===== config.mk =====
export PLATFORM = sky130hd
export DESIGN_NAME = ldpc_enc_ctrl
export DESIGN_NICKNAME = d
export VERILOG_FILES = /design/src/rtl/ldpc_enc_ctrl.sv
export SDC_FILE = /design/constraint.sdc
export NUM_CORES = 1
export LEC_CHECK = 0
export ABC_AREA = 1
export CAP_MARGIN = 20
export CORE_ASPECT_RATIO = 1.4
export CORE_MARGIN = 4
export CORE_UTILIZATION = 40
export CTS_CLUSTER_SIZE = 28
export DETAILED_ROUTE_END_ITERATION = 6
export HOLD_SLACK_MARGIN = 0.05
export PLACE_DENSITY = 0.62
export REMOVE_ABC_BUFFERS = 1
export SLEW_MARGIN = 20
export SYNTH_ARGS = -nofsm -noshare
export SYNTH_HDL_FRONTEND = slang
export SYNTH_SLANG_ARGS = --single-unit
export TNS_END_PERCENT = 50

===== constraint.sdc =====
create_clock -name clk -period 2.8 [get_ports clk]
set_input_delay 0.7 -clock clk [delete_from_list [all_inputs] [get_ports clk]]
set_output_delay 0.7 -clock clk [all_outputs]
set_load 0.01 [all_outputs]

===== src/rtl/ldpc_enc_ctrl.sv =====
// LDPC encoder frame controller: info accept, parity accumulate, parity readout.
// Latency: each accepted info bit or parity read appears on sync_out one cycle later.
// Backpressure: out_ready low freezes DATA_OUT (no address change); info input cannot be stalled.
module ldpc_enc_ctrl (
  input  logic        clk,
  input  logic        reset_n,
  input  logic        rate,
  input  logic        sync_in,
  input  logic        out_ready,
  output logic [3:0]  fsm_state,
  output logic [12:0] info_cnt,
  output logic        acc_ena,
  output logic [12:0] par_addr,
  output logic        par_acc_ena,
  output logic        par_rd_ena,
  output logic        sync_out,
  output logic        out_sel,
  output logic        busy,
  output logic        finish,
  output logic        frame_err
);

  typedef enum logic [3:0] {
    IDLE     = 4'b0001,
    DATA_IN  = 4'b0010,
    PARITY   = 4'b0100,
    DATA_OUT = 4'b1000
  } state_t;

  state_t      state;
  logic        rate_lat;
  logic        sync_dly;
  logic        sync_start;
  logic        accept;
  logic        last_info;
  logic        last_par;
  logic [12:0] info_max;
  logic [12:0] par_max;

  assign sync_start  = sync_in & ~sync_dly;
  assign info_max    = rate_lat ? 13'd6911 : 13'd4607;
  assign par_max     = rate_lat ? 13'd2303 : 13'd4607;
  assign accept      = ((state == IDLE) & sync_start) | ((state == DATA_IN) & sync_in);
  // info_cnt holds the last accepted index, so the bit being accepted now is info_cnt+1
  assign last_info   = ((info_cnt + 13'd1) == info_max);
  assign last_par    = (par_addr == par_max);

  assign fsm_state   = state;
  assign par_acc_ena = (state == PARITY);
  assign par_rd_ena  = out_ready & fsm_state[3];
  assign busy        = (state != IDLE);

  always_ff @(posedge clk or negedge reset_n) begin
    if (!reset_n) begin
      state     <= IDLE;
      rate_lat  <= 1'b0;
      sync_dly  <= 1'b0;
      info_cnt  <= 13'd0;
      par_addr  <= 13'd0;
      acc_ena   <= 1'b0;
      sync_out  <= 1'b0;
      out_sel   <= 1'b0;
      finish    <= 1'b0;
      frame_err <= 1'b0;
    end else begin
      sync_dly  <= sync_in;
      acc_ena   <= accept;
      sync_out  <= accept | par_rd_ena;
      out_sel   <= par_rd_ena;
      finish    <= 1'b0;
      frame_err <= 1'b0;

      case (state)
        IDLE: begin
          if (sync_start) begin
            rate_lat <= rate;
            info_cnt <= 13'd0;
            state    <= DATA_IN;
          end
        end
        DATA_IN: begin
          if (sync_in) begin
            info_cnt <= info_cnt + 13'd1;
            if (last_info) begin
              par_addr <= 13'd0;
              state    <= PARITY;
            end
          end else begin
            frame_err <= 1'b1;
            state     <= IDLE;
          end
        end
        PARITY: begin
          if (last_par) begin
            par_addr <= 13'd0;
            state    <= DATA_OUT;
          end else begin
            par_addr <= par_addr + 13'd1;
          end
        end
        DATA_OUT: begin
          if (par_rd_ena) begin
            if (last_par) begin
              par_addr <= 13'd0;
              finish   <= 1'b1;
              state    <= IDLE;
            end else begin
              par_addr <= par_addr + 13'd1;
            end
          end
        end
        default: state <= IDLE;
      endcase
    end
  end

endmodule


==> reports/metrics.yaml <==
floorplanning:
  pin_count: 43
  die_w_um: 71.5
  die_area_sq_um: 6920
  start_util_pct: 41.1
  fp.dieH_um: 96.9
  num_rows: 32
  core_area_sq_um: 5490
timing:
  layout_setup_ws_ns: 0.224
  drv_slew: 0
  max_slew_margin_pct: 43.2
  rsz0062_at_grt: "false"
  layout_min_cycle_time_ns: 2.58
  skew_ns: 0.00368
  holdWs_ns: 0.515
  setup_viol: 0
  finalHoldViolCount: 0
  fin_crit_sh_pct: 92.0
  fmax_ghz: 0.388
  tightestPinTransition_ns: 0.852
  finalSetupTns_ns: 0
routing:
  drc_errors: 0
  wl_per_cell_um: 12.9
  drtIter0Drc: 105
  avgViaCountPerCell: 5.02
  via_count: 2110
  routed_wl_um: 5410
  ant_nets: 0
  dr.pass1.iters: 4
outcome:
  run_status: "complete, no violations"
finish:
  finalNonFillerCells: 420
  final_core_utilization_pct: 51.4
  final_area_sq_um: 2820
  diodes: 0
  layout.nets: 359
  area_delta_synth_final_pct: 25.1
  fillCellCount: 553
  drive_above_1_share_pct: 11.4
synthesis:
  syn_area_sq_um: 2260
  synth_xor_area_share_pct: 2.72
  synth_cell_types: 31
  yosys_warnings: 0
  synth-compound-area-share_pct: 7.27
  synth_seq_cells: 37
  synthAdderAreaFrac_pct: 1.66
  synth_top_family_by_area: "simple AND/OR/NAND/NOR gates"
  synth-simple-area-share_pct: 38.3
  avgSynthCellArea_sq_um: 7.40
  syn_inst: 305
  synthMuxAreaShare_pct: 0
  yosysSeqAreaShare_pct: 41.1
worst_setup_path:
  endpoint_kind: "output pin"
  required_ns: 2.10
  crit_type: "primary input to output pin"
  start_kind: "primary input"
  worstPathArrival_ns: 1.88
  crit_path_max_fanout: 3
  r2r_cells: 15
placed_design:
  hpwl_um: 4020
  port_buffers: 42
  pre_cts_ws_ns: 0.220
  dpl-instance-area_sq_um: 2730
  place.gp.congestion: 0.828
  dp_cells: 412
pwr:
  p_total_mw: 1.04
  leakagePower_nw: 1.39
  p_per_area_nw_per_um2: 368
  peakVddDrop_mv: 0.201
job:
  maxCapViolations: 0
cts:
  post_cts_buffers: 0
  cts_sinks: 37
  cts_resized: 0
  clk_pin_slew_ns: 0.07
  cts_buffers: 5
  cts_tree: "built"
  cts_buffer_depth: 2
  htree_levels: 2
  cts-root-buf: "clkbuf_8"
  postCtsHoldBufs: 0
  clock_latency_ns: 0.29
global_routing:
  antenna_found_initial: 0
  grt_pass1_wl_um: 9740
  grt_max_degree: 38
  grt_usage_pct: 17.2
  grt_overflow_total: 0
  grt_pass1_vias: 2139
hold_path:
  worstHoldPathType: "primary input to async pin"
## area by class of cell
type	instances	area [sq um]	share of cell area (%)
well taps	68	85.1	3.02
flip-flops and latches	37	927	32.9
repair buffers	45	438	15.5
inverters	41	155	5.50
clock buffers	8	90.1	3.19
multi-input cells	221	1130	39.9
## registers in the layout, indices dropped and copies added (netlist names)
register and count:
acc_ena 1, frame_err 1, rate_lat 1, info_cnt 13
fsm_state 4, sync_out 1, sync_dly 1, finish 1
par_addr 13, out_sel 1
## worst max-delay path, stage by stage
cell             delay (ns)
clkdlybuf4s50_1        0.50
nand2_1                0.08
inv_1                  0.08
clkdlybuf4s50_1        0.53
## where the power goes
part	total [mW]	switching [mW]	internal (mW)	leakage, nW
Sequential	0.557	0.0129	0.544	0.448
Combinational	0.0902	0.0533	0.0369	0.894
Clock	0.390	0.189	0.201	0.0455
## per-layer routing
| layer | wire [um] | vias up | track usage [%] | part of all wire [%] |
|---|---|---|---|---|
| met5 | 0 | - | 0 | 0 |
| met4 | 96 | 0 | 5.79 | 1.8 |
| met3 | 194 | 11 | 3.01 | 3.6 |
| met2 | 2860 | 47 | 31.2 | 53 |
| met1 | 2260 | 988 | 19.8 | 42 |
| li1 | - | 1064 | - | - |
## final timing paths
check / start / endpoint / slack [ns]
setup / recovery: out_ready / par_rd_ena / 0.22
hold / removal: reset_n / acc_ena / 0.51
setup reg to reg: info_cnt[1] / par_addr[5] / 0.68
hold reg to reg: par_addr[1] / par_addr[1] / 0.54
max in group asynchronous: reset_n / fsm_state[2] / 1.75
min in group clk: par_addr[1] / par_addr[1] / 0.54
## placed cells by master (no fill, tap or decap)
| master | instances |
|---|---|
| nor3b_1 | 2 |
| nor4_1 | 1 |
| nor3_2 | 2 |
| nand4_1 | 4 |
| clkinv_2 | 1 |
| a21oi_1 | 3 |
| clkdlybuf4s50_1 | 41 |
| xnor2_1 | 1 |
| nand2_1 | 87 |
| nand2_2 | 9 |
| dfrtp_1 | 36 |
| xor2_1 | 6 |
| clkbuf_1 | 2 |
| nor3_4 | 1 |
| buf_2 | 1 |
| dfstp_2 | 1 |
| inv_1 | 35 |
| a211oi_4 | 1 |
| buf_4 | 3 |
| ha_1 | 3 |
| clkbuf_8 | 6 |
| o21ai_2 | 1 |
| o21ai_0 | 11 |
| a21oi_2 | 1 |
| nand3_1 | 34 |
| nand2_4 | 2 |
| nor2_4 | 4 |
| nor3_1 | 7 |
| inv_2 | 5 |
| o22ai_1 | 7 |
| a31oi_1 | 2 |
| nor2_2 | 2 |
| nor2_1 | 30 |
## cell usage after synthesis (all sizes together)
cell type  instances  share of area [%]
nand2             98                 18
inv               40                6.7
dfrtp             36                 40
nor2              36                7.5
nand3             34                7.5
o21ai             12                2.8
nor3              10                3.2
o22ai              7                1.9
buf                6                2.1
xor2               6                2.3
a21oi              4                1.1
nand4              4                1.1
ha                 3                1.7
a31oi              2               0.55
nor3b              2               0.67
a211oi             1               0.89
clkinv             1               0.22
dfstp              1                1.2
nor4               1               0.28
xnor2              1               0.39
## logic make-up (layout without fill, tap and decap cells)
logic type                 after synthesis  after routing
DFF                                     37             37
adders and majority gates                3              3
buffers and inverters                   47             94
xor gates and xnor gates                 7              7
AOI/OAI and AO/OA                       26             26
and+or+nand+nor                        185            185
Power figures use the tool's default switching activity.
